<file path="config.mk">
export PLATFORM = sky130hd
export DESIGN_NAME = key_device_flat
export DESIGN_NICKNAME = d
export VERILOG_FILES = /design/src/rtl/key_device_if.sv /design/src/rtl/key_device.sv /design/src/flat_wrapper.sv
export SDC_FILE = /design/constraint.sdc
export NUM_CORES = 1
export LEC_CHECK = 0
export ABC_AREA = 1
export CORE_ASPECT_RATIO = 0.5
export CORE_MARGIN = 2
export CORE_UTILIZATION = 50
export DETAILED_ROUTE_END_ITERATION = 16
export MAX_ROUTING_LAYER = met4
export PLACE_DENSITY = 0.93
export SETUP_SLACK_MARGIN = 0.5
export SYNTH_ARGS = -nofsm -noshare
export SYNTH_HDL_FRONTEND = slang
export SYNTH_SLANG_ARGS = --single-unit
</file>
<file path="constraint.sdc">
create_clock -name clk -period 1.7 [get_ports clk]
set_input_delay 0.255 -clock clk [delete_from_list [all_inputs] [get_ports clk]]
set_output_delay 0.255 -clock clk [all_outputs]
set_load 0.05 [all_outputs]
</file>
<file path="src/rtl/key_device_if.sv">
// Processor bus port of the key device: address, store/load strobes, read data, decode hit and interrupt.
interface key_device_if #(
    parameter int DBITS = 32
);
    logic [DBITS-1:0] addr;
    logic [DBITS-1:0] wrData;
    logic             wrEn;
    logic             rdEn;
    logic [DBITS-1:0] dataOut;
    logic             hit;
    logic             irq;

    modport master (
        output addr, wrData, wrEn, rdEn,
        input  dataOut, hit, irq
    );

    modport slave (
        input  addr, wrData, wrEn, rdEn,
        output dataOut, hit, irq
    );
endinterface

</file>
<file path="src/rtl/key_device.sv">
// Memory-mapped debounced key device with KDATA/KCTRL registers.
// Optional KEY_DEVICE_IRQ_EN adds the KCTRL IE bit and the irq output.
module key_device #(
    parameter int               DBITS           = 32,
    parameter logic [DBITS-1:0] ADDR_KDATA      = 32'hF0000010,
    parameter logic [DBITS-1:0] ADDR_KCTRL      = 32'hF0000110,
    parameter logic [15:0]      DEBOUNCE_CYCLES = 16'd50000
) (
    input  logic         clk,
    input  logic         reset_n,
    key_device_if.slave  bus,
    input  logic [3:0]   KEY
);

    logic [3:0]  keyMeta;
    logic [3:0]  keySync;
    logic [3:0]  debKeys;
    logic [3:0]  debNext;
    logic [15:0] cnt     [4];
    logic [15:0] cntNext [4];

    logic             ready;
    logic             overrun;
    logic             ie;
    logic             kdataChange;
    logic             selKdata;
    logic             selKctrl;
    logic             readKdata;
    logic             writeKctrl;
    logic [DBITS-1:0] kdata;
    logic [DBITS-1:0] kctrl;
    logic             unusedWr;

    always_ff @(posedge clk or negedge reset_n) begin
        if (!reset_n) begin
            keyMeta <= '1;
            keySync <= '1;
        end else begin
            keyMeta <= KEY;
            keySync <= keyMeta;
        end
    end

    // Counter runs only while the synchronized bit disagrees with the accepted state.
    always_comb begin
        debNext = debKeys;
        for (int unsigned i = 0; i < 4; i++) begin
            cntNext[i] = '0;
            if (keySync[i] != debKeys[i]) begin
                if (cnt[i] == DEBOUNCE_CYCLES - 16'd1) begin
                    debNext[i] = keySync[i];
                end else begin
                    cntNext[i] = cnt[i] + 16'd1;
                end
            end
        end
    end

    always_ff @(posedge clk or negedge reset_n) begin
        if (!reset_n) begin
            debKeys <= '1;
            for (int unsigned i = 0; i < 4; i++) begin
                cnt[i] <= '0;
            end
        end else begin
            debKeys <= debNext;
            for (int unsigned i = 0; i < 4; i++) begin
                cnt[i] <= cntNext[i];
            end
        end
    end

    assign kdataChange = (debNext != debKeys);
    assign selKdata    = (bus.addr == ADDR_KDATA);
    assign selKctrl    = (bus.addr == ADDR_KCTRL);
    assign readKdata   = bus.rdEn & selKdata;
    assign writeKctrl  = bus.wrEn & selKctrl;
    assign unusedWr    = ^bus.wrData;

    // A read landing on the same edge as a change consumes the old data, so no overrun.
    always_ff @(posedge clk or negedge reset_n) begin
        if (!reset_n) begin
            ready   <= 1'b0;
            overrun <= 1'b0;
        end else begin
            if (kdataChange) begin
                ready <= 1'b1;
            end else if (readKdata) begin
                ready <= 1'b0;
            end

            if (kdataChange && ready && !readKdata) begin
                overrun <= 1'b1;
            end else if (writeKctrl && !bus.wrData[2]) begin
                overrun <= 1'b0;
            end
        end
    end

`ifdef KEY_DEVICE_IRQ_EN
    always_ff @(posedge clk or negedge reset_n) begin
        if (!reset_n) begin
            ie <= 1'b0;
        end else if (writeKctrl) begin
            ie <= bus.wrData[8];
        end
    end
    assign bus.irq = ready & ie;
`else
    assign ie      = 1'b0;
    assign bus.irq = 1'b0;
`endif

    always_comb begin
        kdata      = '0;
        kdata[3:0] = ~debKeys;
        kctrl      = '0;
        kctrl[0]   = ready;
        kctrl[2]   = overrun;
        kctrl[8]   = ie;
    end

    assign bus.hit = selKdata | selKctrl;

    always_comb begin
        bus.dataOut = '0;
        if (selKdata) begin
            bus.dataOut = kdata;
        end else if (selKctrl) begin
            bus.dataOut = kctrl;
        end
    end

endmodule

</file>
<file path="src/flat_wrapper.sv">
// flat-port wrapper written by rule: the top's interface ports become plain ports
module key_device_flat 
#(
    parameter int               DBITS           = 32,
    parameter logic [DBITS-1:0] ADDR_KDATA      = 32'hF0000010,
    parameter logic [DBITS-1:0] ADDR_KCTRL      = 32'hF0000110,
    parameter logic [15:0]      DEBOUNCE_CYCLES = 16'd50000
)
  (clk, reset_n, KEY, bus_addr, bus_wrData, bus_wrEn, bus_rdEn, bus_dataOut, bus_hit, bus_irq);
  key_device_if #(.DBITS(DBITS)) bus_i ();
  input  logic clk;
  input  logic reset_n;
  input  logic [3:0] KEY;
  input wire logic [$bits(bus_i.addr)-1:0] bus_addr;
  input wire logic [$bits(bus_i.wrData)-1:0] bus_wrData;
  input wire logic [$bits(bus_i.wrEn)-1:0] bus_wrEn;
  input wire logic [$bits(bus_i.rdEn)-1:0] bus_rdEn;
  output wire logic [$bits(bus_i.dataOut)-1:0] bus_dataOut;
  output wire logic [$bits(bus_i.hit)-1:0] bus_hit;
  output wire logic [$bits(bus_i.irq)-1:0] bus_irq;
  assign bus_i.addr = bus_addr;
  assign bus_i.wrData = bus_wrData;
  assign bus_i.wrEn = bus_wrEn;
  assign bus_i.rdEn = bus_rdEn;
  assign bus_dataOut = bus_i.dataOut;
  assign bus_hit = bus_i.hit;
  assign bus_irq = bus_i.irq;
  key_device #(.DBITS(DBITS), .ADDR_KDATA(ADDR_KDATA), .ADDR_KCTRL(ADDR_KCTRL), .DEBOUNCE_CYCLES(DEBOUNCE_CYCLES)) u_core (.clk(clk), .reset_n(reset_n), .bus(bus_i), .KEY(KEY));
endmodule
</file>
==> results of run 1 <==
## cell families after synthesis
group / Yosys count
and+or+nand+nor: 279
buffers and inverters: 106
DFF: 78
AOI/OAI and AO/OA: 67
xor gates and xnor gates: 20
adders and majority gates: 4
other: 1
## synth_stat cells
| cell type | instances | area share |
|---|---|---|
| sky130_fd_sc_hd__xor2_1 | 16 | 0.033 |
| sky130_fd_sc_hd__a21oi_1 | 34 | 0.039 |
| sky130_fd_sc_hd__nor3_2 | 1 | 0.0023 |
| sky130_fd_sc_hd__xnor2_1 | 4 | 0.0081 |
| sky130_fd_sc_hd__a31oi_1 | 5 | 0.0073 |
| sky130_fd_sc_hd__nand3_1 | 43 | 0.050 |
| sky130_fd_sc_hd__dfrtp_1 | 66 | 0.38 |
| sky130_fd_sc_hd__nand2_2 | 3 | 0.0044 |
| sky130_fd_sc_hd__inv_2 | 2 | 0.0017 |
| sky130_fd_sc_hd__nor2_1 | 108 | 0.094 |
| sky130_fd_sc_hd__ha_1 | 4 | 0.012 |
| sky130_fd_sc_hd__buf_4 | 30 | 0.052 |
| sky130_fd_sc_hd__inv_1 | 73 | 0.064 |
| sky130_fd_sc_hd__nand2_1 | 91 | 0.079 |
| sky130_fd_sc_hd__nor3_1 | 15 | 0.017 |
| sky130_fd_sc_hd__a21oi_4 | 3 | 0.011 |
| sky130_fd_sc_hd__nand3_2 | 2 | 0.0046 |
| sky130_fd_sc_hd__o21ai_0 | 19 | 0.022 |
| sky130_fd_sc_hd__nor3_4 | 2 | 0.0076 |
| sky130_fd_sc_hd__nor2_4 | 2 | 0.0052 |
| sky130_fd_sc_hd__nor3b_1 | 3 | 0.0052 |
| sky130_fd_sc_hd__nor2_2 | 8 | 0.012 |
| sky130_fd_sc_hd__clkinv_2 | 1 | 0.0012 |
| sky130_fd_sc_hd__o22ai_1 | 1 | 0.0015 |
| sky130_fd_sc_hd__a21oi_2 | 1 | 0.0020 |
| sky130_fd_sc_hd__dfstp_2 | 12 | 0.073 |
| sky130_fd_sc_hd__conb_1 | 1 | 0.00087 |
| sky130_fd_sc_hd__nand4_1 | 1 | 0.0015 |
| sky130_fd_sc_hd__o21ai_1 | 4 | 0.0046 |
## through the flow
stage                     instance area [um2]  std cells  hold WS, ns
after floorplan                          4590        583      -0.0406
after global placement                   5070        718        0.183
after detailed placement                 5070        718        0.184
after CTS                                6380        807        0.315
## what timing repair did
| item | 4_1_cts |
|---|---|
| setup buffers | 71 |
| gates cloned | 1 |
| hold buffers | 1 |
| setup endpoints to repair | 72 |
| pin swaps | 84 |
| hold endpoints to repair | 18 |
| gates resized for setup | 254 |
==> out/summary.json, run 1 <==
{
  "clock_network": {
    "clock_sinks": 78,
    "htree_num_levels": 3,
    "ctsRootBufferMaster": "sky130_fd_sc_hd__clkbuf_16",
    "clk_path_buf_depth": 2,
    "clock_buffer_count_from_cts": 9
  },
  "die": {
    "placementRows": 23,
    "pin_count": 106,
    "die_height_um": 69.6,
    "die_w_um": 135,
    "initial_utilization": 0.527
  },
  "placed_design": {
    "place_ws_ns": -0.320,
    "hpwlAfterDp_mm": 7.14,
    "portBuffers": 45,
    "gpl.final_weighted_congestion": 0.935
  },
  "run_status": {
    "lastStage": "global routing (5_1_grt)",
    "toolErrorMsg": "[ERROR DPL-0038] Utilization greater than 100%, impossible to legalize",
    "outcome": "did not finish"
  },
  "synth": {
    "synth_cell_types": 29,
    "synth_seq_cells": 78,
    "synth_fa_ha_area_frac": 0.0116,
    "synth_warnings": 0,
    "synth.cell_area_um2": 4310,
    "post_synth_inst_count": 555,
    "main_combinational_cell_family_by_area_after_synthesis": "simple AND/OR/NAND/NOR gates",
    "synth_simple_gate_area_share": 0.283,
    "yosys.area_share.xor_xnor": 0.0407,
    "synth_seq_area_share": 0.457,
    "postSynthAreaPerCell_um2": 7.76,
    "synth_compound_gate_area_share": 0.0883,
    "synthMuxAreaShare": 0
  },
  "sta": {
    "worst_endpoint": "bus_dataOut[0]",
    "timing.worst_endpoint.kind": "top-level output"
  },
  "global_route": {
    "grt_max_degree": 29
  }
}
==> run 2: changes to the inputs <==
Settings changed: CORE_ASPECT_RATIO 0.5 to unset, CORE_UTILIZATION 50 to 40, MAX_ROUTING_LAYER met4 to unset, PLACE_DENSITY 0.93 to unset, PLACE_DENSITY_LB_ADDON set to 0.15, SETUP_SLACK_MARGIN 0.5 to unset.
==> out/summary.json, run 2 <==
{
  "clock_network": {
    "worst_skew_pair.late_latency_ns": 0.35,
    "clock_buffer_count_from_cts": {"value": 9, "change": "unchanged"},
    "cts_tree": "built",
    "htree_num_levels": {"value": 3, "change": "unchanged"},
    "clk_path_buf_depth": {"value": 2, "change": "unchanged"},
    "clock_sinks": {"value": 78, "change": "unchanged"},
    "clkTransAtPathRegs_ns": 0.08,
    "ctsRootBufferMaster": "sky130_fd_sc_hd__clkbuf_8"
  },
  "die": {
    "core_region_area_um2": 10400,
    "pin_count": {"value": 106, "change": "unchanged"},
    "initial_utilization": {"value": 0.415, "change": "-0.112"},
    "floorplan.die_area_um2": 11600,
    "die_height": {"value": 108, "unit": "um", "change": "+55%"},
    "placementRows": {"value": 37, "change": "+61%"},
    "die_w": {"value": 108, "unit": "um", "change": "-20%"}
  },
  "power": {
    "power_leakage_nw": 2.36,
    "share_seq_of_total_power": 0.483,
    "p_sw_frac": 0.250,
    "internal-power_mw": 2.98,
    "p_per_area_nw_per_um2": 764,
    "design_power_total_mw": 3.97,
    "p_clk_frac": 0.424,
    "switching_power_of_the_nets_mw": 0.990,
    "pwr-share-comb": 0.093,
    "peakVddDrop_uv": 616
  },
  "global_route": {
    "globalRoute.totalOverflow": 0,
    "grt_pass1_vias": 3310,
    "grt_max_degree": 33,
    "track_usage": 0.157,
    "gr-max-usage-layer": "met2",
    "grtUsageMet1": 0.193,
    "grt_first_pass_wirelength_mm": 14.5,
    "grtUsageMet3": 0.0442,
    "number_of_antenna_violations_at_the_first_check_in_global_routing": 0,
    "gr-usage-met2": 0.264
  },
  "run": {
    "number_of_maximum_capacitance_constraint_violations": 0
  },
  "min_path": {
    "timing.hold.worst.start": "KEY[1]",
    "hold_path_class": "input pin to flip-flop"
  },
  "synth": {
    "synth_warnings": {"value": 0, "change": "unchanged"},
    "synthDominantCellAreaShare": {"value": 0.383, "change": "unchanged"},
    "synth-edff-count": {"value": 0, "change": "unchanged"},
    "synth_cell_types": {"value": 29, "change": "unchanged"},
    "ys.flop_type": "sky130_fd_sc_hd__dfrtp_1",
    "synth_async_sr_flop_share": {"value": 1.00, "change": "unchanged"},
    "synth_seq_cells": {"value": 78, "change": "unchanged"},
    "post_synth_inst_count": {"value": 555, "change": "unchanged"},
    "synth.area.top_cells": "sky130_fd_sc_hd__dfrtp_1 38%, sky130_fd_sc_hd__nor2_1 9.4%, sky130_fd_sc_hd__nand2_1 7.9%",
    "top_count_cell_post_synth": "sky130_fd_sc_hd__nor2_1",
    "synth.largest_area_cell": "sky130_fd_sc_hd__dfrtp_1",
    "synth_seq_area_share": {"value": 0.457, "change": "unchanged"},
    "postSynthAreaPerCell": {"value": 7.76, "unit": "um2", "change": "unchanged"},
    "synth_commonest_cells": "108 x sky130_fd_sc_hd__nor2_1, 91 x sky130_fd_sc_hd__nand2_1, 73 x sky130_fd_sc_hd__inv_1",
    "synth.cell_area": {"value": 4310, "unit": "um2", "change": "unchanged"}
  },
  "critical_path": {
    "setup.worst_path.start_class": "input pin",
    "critPathMostFrequentCell": "sky130_fd_sc_hd__nor2_1",
    "worstSetupEndpointType": "output port",
    "timing.critical_path.required_ns": 1.44,
    "path_cells": "clkdlybuf4s15_1, nor2_1, nand2_1, nor2_1, nand2_2, nor2_4, inv_4, o21ai_2, buf_6, buf_12",
    "critical_path_arrival_ns": 1.37,
    "timing.critical_path.buf_inv": 4,
    "critical_path.startpoint": "bus_addr[16]",
    "slowest_stage_cell_crit_path": "sky130_fd_sc_hd__clkdlybuf4s15_1",
    "regToRegStartpoint": "u_core.debKeys[0]",
    "critical_path.max_stage_delay_ns": 0.16,
    "worst-setup-path-type": "input pin to output port",
    "worstPathMaxFanout": 5,
    "critical_path.top_delay_family": "simple AND/OR/NAND/NOR gates"
  },
  "route": {
    "detailedRoute.firstPassIterationCount": 4,
    "detail_route.drc_violations": 0,
    "vias_post_dr": 3517,
    "drtAntennaViolNets": 0,
    "drt_via_density": 4.60,
    "postRouteWirelength_mm": 8.41,
    "drt_iter0_drc": 140,
    "avgRoutedWirePerCell_um": 11.0
  },
  "placed_design": {
    "placement.cell_area": {"value": 4930, "unit": "um2", "change": "-2.6%"},
    "gpl.final_weighted_congestion": {"value": 0.912, "change": "-2.5%"},
    "hpwlAfterDp": {"value": 6.27, "unit": "mm", "change": "-12%"},
    "portBuffers": {"value": 45, "change": "unchanged"}
  },
  "cells_and_area": {
    "drive_gt1_frac": 0.191,
    "fillers": 1014,
    "antenna_cells_inserted": 0,
    "final_net_count": 700,
    "mostFrequentLayoutCell": "sky130_fd_sc_hd__nor2_1",
    "layout.cells.most_common_list": "96 x sky130_fd_sc_hd__nor2_1, 87 x sky130_fd_sc_hd__nand2_1, 71 x sky130_fd_sc_hd__inv_1",
    "area_growth_pct": 20.5,
    "finish.instance_area_um2": 5190,
    "registers.top_by_ff_count": "u_core.cnt",
    "utilization": 0.501,
    "largest_register_ffs": 64
  },
  "sta": {
    "final.period_utilization": 0.958,
    "finalSetupViolations": 0,
    "final_hold_viol_count": 0,
    "final_period_minus_worst_setup_slack_ns": 1.63,
    "maxSlewViolCount": 0,
    "achievable-frequency_ghz": 0.614,
    "worst_clock_skew_ns": 0.00800,
    "grt_setup_unrepaired": "true",
    "setup_total_negative_slack_ns": 0
  },
  "run_status": {
    "outcome": "finished clean"
  }
}
-- run 2: cell counts after synthesis --
Identical to the previous run, type by type.
-- run 2: kinds of logic after synthesis --
family,count (synthesis),share of synthesized area
flops,78,0.457
compound gates,67,0.0883
simple gates,279,0.283
other cells,1,0.000870
xor+xnor,20,0.0407
buf+inv,106,0.119
fa+ha+maj,4,0.0116
-- run 2: timing repair --
item,in CTS,in global routing
hold endpoints to repair,22,0
resized for setup,85,33
hold buffers,1,0
endpoints found under the setup margin,5,11
cloned,0,1
pin swaps,33,23
buffers inserted,1,4
-- run 2: stage by stage --
| stage | std cells | hold slack (ns) | setup WS [ns] |
|---|---|---|---|
| floorplan | 583 | -0.0406 | -0.0891 |
| global placement | 742 | 0.204 | -0.322 |
| detailed placement | 742 | 0.203 | -0.355 |
| CTS | 760 | 0.274 | 0.00292 |
| global route | 765 | 0.274 | -0.0174 |
| finish | 765 | 0.299 | 0.0712 |
-- run 2: area by class of cell --
type                            instances  area, um2  share of cell area
Timing Repair Buffer                   59        497              0.0957
Sequential cell                        78       1970               0.379
Clock inverter                          7        120              0.0231
Inverter                               76        289              0.0557
Multi-Input combinational cell        400       2030               0.390
Clock buffer                            9        124              0.0239
Tap cell                              136        170              0.0328
-- run 2: path summary, 6_finish.rpt --
kind	to	slack (ns)	depth (start not counted)
min reg2reg	u_core.keySync[2]	0.36	0
max reg2reg	u_core.cnt[58]	0.15	5
min in group asynchronous	u_core.cnt[58]	0.35	2
min	u_core.keyMeta[1]	0.30	1
max	bus_dataOut[2]	0.07	10
max in group asynchronous	u_core.keyMeta[3]	0.75	3
-- run 2: power by group through the flow --
stage          clock (mW)  combinational (mW)  sequential (mW)
5_1_grt              1.82               0.407             1.92
2_1_floorplan           0               0.286             1.95
6_report             1.68               0.368             1.92
4_1_cts              1.74               0.371             1.92
3_5_place_dp            0               0.392             1.95
3_3_place_gp            0               0.388             1.95
-- run 2: routing by layer --
layer / up-vias / routed length, um
li1: 1839 / -
met1: 1614 / 3930
met2: 57 / 4100
met3: 7 / 277
met4: 0 / 102
met5: - / 0
No activity file was read; power rests on OpenSTA's default activity.
==> run 3: changes to the inputs <==
Settings changed: CTS_BUF_LIST set to sky130_fd_sc_hd__clkbuf_8, CTS_CLUSTER_DIAMETER set to 30.
==> results of run 3 <==
The final DEF is identical to that of run 2; final timing and power are the same.
==> run 4: changes to the inputs <==
Settings changed: CORE_ASPECT_RATIO set to 1.4.
==> out/summary.json, run 4 (same netlist as run 2, synthesis figures left out) <==
{
  "global_route": {
    "number_of_antenna_violations_at_the_first_check_in_global_routing": {"value": 0, "change": "unchanged"},
    "globalRoute.totalOverflow": {"value": 0, "change": "unchanged"},
    "track_usage": {"value": 0.160, "change": "+0.00345"},
    "grt_pass1_vias": {"value": 3478, "change": "+5.1%"},
    "grt_first_pass_wirelength": {"value": 14.9, "unit": "mm", "change": "+3.3%"},
    "grt_max_degree": {"value": 79, "change": "+140%"}
  },
  "cells_and_area": {
    "layout.cells.non_filler": {"value": 767, "change": "+0.26%"},
    "mostFrequentLayoutCell": "sky130_fd_sc_hd__nor2_1",
    "layout.cells.most_common_list": "97 x sky130_fd_sc_hd__nor2_1, 89 x sky130_fd_sc_hd__nand2_1, 70 x sky130_fd_sc_hd__inv_1",
    "registers.top_by_ff_count": "u_core.cnt",
    "largest_register_ffs": {"value": 64, "change": "unchanged"},
    "drive_gt1_frac": {"value": 0.197, "change": "+0.00636"},
    "finish.instance_area": {"value": 5110, "unit": "um2", "change": "-1.5%"},
    "area_growth_pct": 18.7,
    "final_net_count": {"value": 700, "change": "unchanged"},
    "antenna_cells_inserted": {"value": 0, "change": "unchanged"}
  },
  "min_path": {
    "timing.hold.worst.start": "KEY[1]",
    "min_delay_worst_endpoint": "u_core.keyMeta[1]",
    "hold_path_class": "input pin to flip-flop",
    "hold_path_cells": {"value": 1, "change": "unchanged"}
  },
  "critical_path": {
    "worst-setup-path-type": "input pin to output port",
    "setup.worst_path.start_class": "input pin",
    "critical_path_arrival": {"value": 1.36, "unit": "ns", "change": "about the same"},
    "timing.critical_path.required": {"value": 1.44, "unit": "ns", "change": "about the same"},
    "worstPathMaxFanout": {"value": 5, "change": "unchanged"},
    "worstSetupEndpointType": "output port",
    "r2r_setup_slack": {"value": 0.14, "unit": "ns", "change": "about the same"},
    "timing.reg2reg.worst_path_depth": {"value": 8, "change": "+3"},
    "worstReg2RegEnd": "u_core.cnt[46]",
    "regToRegStartpoint": "u_core.cnt[32]"
  },
  "clock_network": {
    "clock_buffer_count_from_cts": {"value": 9, "change": "unchanged"},
    "cts_tree": "built",
    "clk_path_buf_depth": {"value": 2, "change": "unchanged"},
    "worst_skew_pair.late_latency": {"value": 0.38, "unit": "ns", "change": "+0.03 ns"},
    "htree_num_levels": {"value": 3, "change": "unchanged"},
    "clock_sinks": {"value": 78, "change": "unchanged"},
    "ctsRootBufferMaster": "sky130_fd_sc_hd__clkbuf_8",
    "clkTransAtPathRegs": {"value": 0.09, "unit": "ns", "change": "about the same"}
  },
  "run_status": {
    "outcome": "finished clean"
  },
  "sta": {
    "setup_slack": {"value": 0.0826, "unit": "ns", "change": "+0.0114 ns"},
    "final_hold_viol_count": {"value": 0, "change": "unchanged"},
    "final.period_utilization": {"value": 0.951, "change": "-0.00669"},
    "achievable-frequency": {"value": 0.618, "unit": "GHz", "change": "+0.70%"},
    "grt_setup_unrepaired": "false",
    "setup_total_negative_slack": {"value": 0, "unit": "ns", "change": "unchanged"},
    "final_period_minus_worst_setup_slack": {"value": 1.62, "unit": "ns", "change": "-0.0114 ns"},
    "maxSlewViolCount": {"value": 0, "change": "unchanged"},
    "finalSetupViolations": {"value": 0, "change": "unchanged"},
    "worst_clock_skew": {"value": 0.0136, "unit": "ns", "change": "+0.00563 ns"}
  },
  "placed_design": {
    "placed_cells": {"value": 742, "change": "unchanged"},
    "place_ws": {"value": -0.339, "unit": "ns", "change": "+0.0160 ns"},
    "hpwlAfterDp": {"value": 6.33, "unit": "mm", "change": "+0.90%"},
    "gpl.final_weighted_congestion": {"value": 0.801, "change": "-12%"},
    "placement.cell_area": {"value": 4920, "unit": "um2", "change": "-0.25%"},
    "portBuffers": {"value": 45, "change": "unchanged"}
  },
  "power": {
    "design_power_total": {"value": 3.73, "unit": "mW", "change": "-5.9%"},
    "power_leakage": {"value": 2.36, "unit": "nW", "change": "about the same"},
    "p_per_area": {"value": 730, "unit": "nW/um2", "change": "-4.4%"},
    "peakVddDrop": {"value": 457, "unit": "uV", "change": "-26%"}
  },
  "route": {
    "postRouteWirelength": {"value": 8.67, "unit": "mm", "change": "+3.1%"},
    "vias_post_dr": {"value": 3564, "change": "+1.3%"},
    "drt_via_density": {"value": 4.65, "change": "+1.1%"},
    "drt_iter0_drc": {"value": 132, "change": "-5.7%"},
    "detailedRoute.firstPassIterationCount": {"value": 4, "change": "unchanged"},
    "detail_route.drc_violations": {"value": 0, "change": "unchanged"},
    "drtAntennaViolNets": {"value": 0, "change": "unchanged"},
    "avgRoutedWirePerCell": {"value": 11.3, "unit": "um", "change": "+2.8%"}
  },
  "run": {
    "number_of_maximum_capacitance_constraint_violations": {"value": 0, "change": "unchanged"}
  },
  "die": {
    "pin_count": {"value": 106, "change": "unchanged"},
    "core_region_area": {"value": 10500, "unit": "um2", "change": "+0.87%"},
    "die_w": {"value": 91.7, "unit": "um", "change": "-15%"},
    "initial_utilization": {"value": 0.412, "change": "-0.00358"},
    "die_height": {"value": 127, "unit": "um", "change": "+18%"},
    "placementRows": {"value": 44, "change": "+19%"},
    "floorplan.die_area": {"value": 11600, "unit": "um2", "change": "+0.10%"}
  }
}
run 4: changes by cell type in the layout (fill, tap and decap cells not counted), sizes merged:
| cell | previous run | this run |
|---|---|---|
| clkinv | 3 | 2 |
| clkbuf | 23 | 38 |
| clkdlybuf4s15 | 7 | 1 |
| bufinv | 3 | 1 |
| inv | 76 | 79 |
| buf | 30 | 21 |
run 4: critical path, cell delays in order:
cell	delay, ns
sky130_fd_sc_hd__clkdlybuf4s15_1	0.16
sky130_fd_sc_hd__nor2_1	0.08
sky130_fd_sc_hd__nand2_1	0.05
sky130_fd_sc_hd__nor2_1	0.08
sky130_fd_sc_hd__nand2_1	0.10
sky130_fd_sc_hd__nor2_2	0.15
sky130_fd_sc_hd__inv_2	0.11
sky130_fd_sc_hd__o22ai_4	0.21
sky130_fd_sc_hd__buf_12	0.16
run 4: layout make-up:
cell class                      count  area [um2]
Inverter                           76         287
Clock inverter                      7        80.1
Multi-Input combinational cell    400        2010
Timing Repair Buffer               59         470
Clock buffer                        9         124
Fill cell                        1055        5350
Sequential cell                    78        1970
Tap cell                          138         173
run 4: power breakdown:
group	internal, mW	switching (mW)	total (mW)
clock	0.701	0.755	1.46
combinational	0.0947	0.266	0.361
sequential	1.89	0.0226	1.92
total	2.69	1.04	3.73
run 4: worst max path at each step:
stage	startpoint	endpoint	slack (ns)	cells after the start
2_1_floorplan	bus_addr[15]	bus_dataOut[2]	-0.09	7
3_3_place_gp	bus_addr[4]	bus_dataOut[3]	-0.33	10
3_5_place_dp	bus_addr[15]	bus_dataOut[2]	-0.34	9
4_1_cts	bus_addr[2]	bus_dataOut[0]	0.002	9
5_1_grt	u_core.cnt[48]	u_core.cnt[62]	0.005	8
6_report	bus_addr[18]	bus_dataOut[0]	0.08	9
run 4: stage by stage:
stage / utilization / hold slack [ns]
2_1_floorplan: - / -0.0406
3_3_place_gp: 0.471 / 0.315
3_5_place_dp: 0.471 / 0.316
4_1_cts: 0.497 / 0.272
5_1_grt: 0.489 / 0.273
6_report: 0.489 / 0.284
run 4: timing repair:
action / in CTS / in global routing
setup endpoints to repair: 5 / 12
hold buffers: 1 / 0
resized for setup: 62 / 59
hold endpoints to repair: 66 / 0
cloned: 0 / 1
setup buffers: 7 / 0
pin swaps: 32 / 32
run 4: routing by layer:
layer  GRT usage  part of all wire  vias to the layer above
met3      0.0255             0.029                       13
met1       0.183              0.43                     1659
li1            -                 -                     1843
met4      0.0852             0.027                        0
met2       0.287              0.52                       49
met5           0                 0                        -
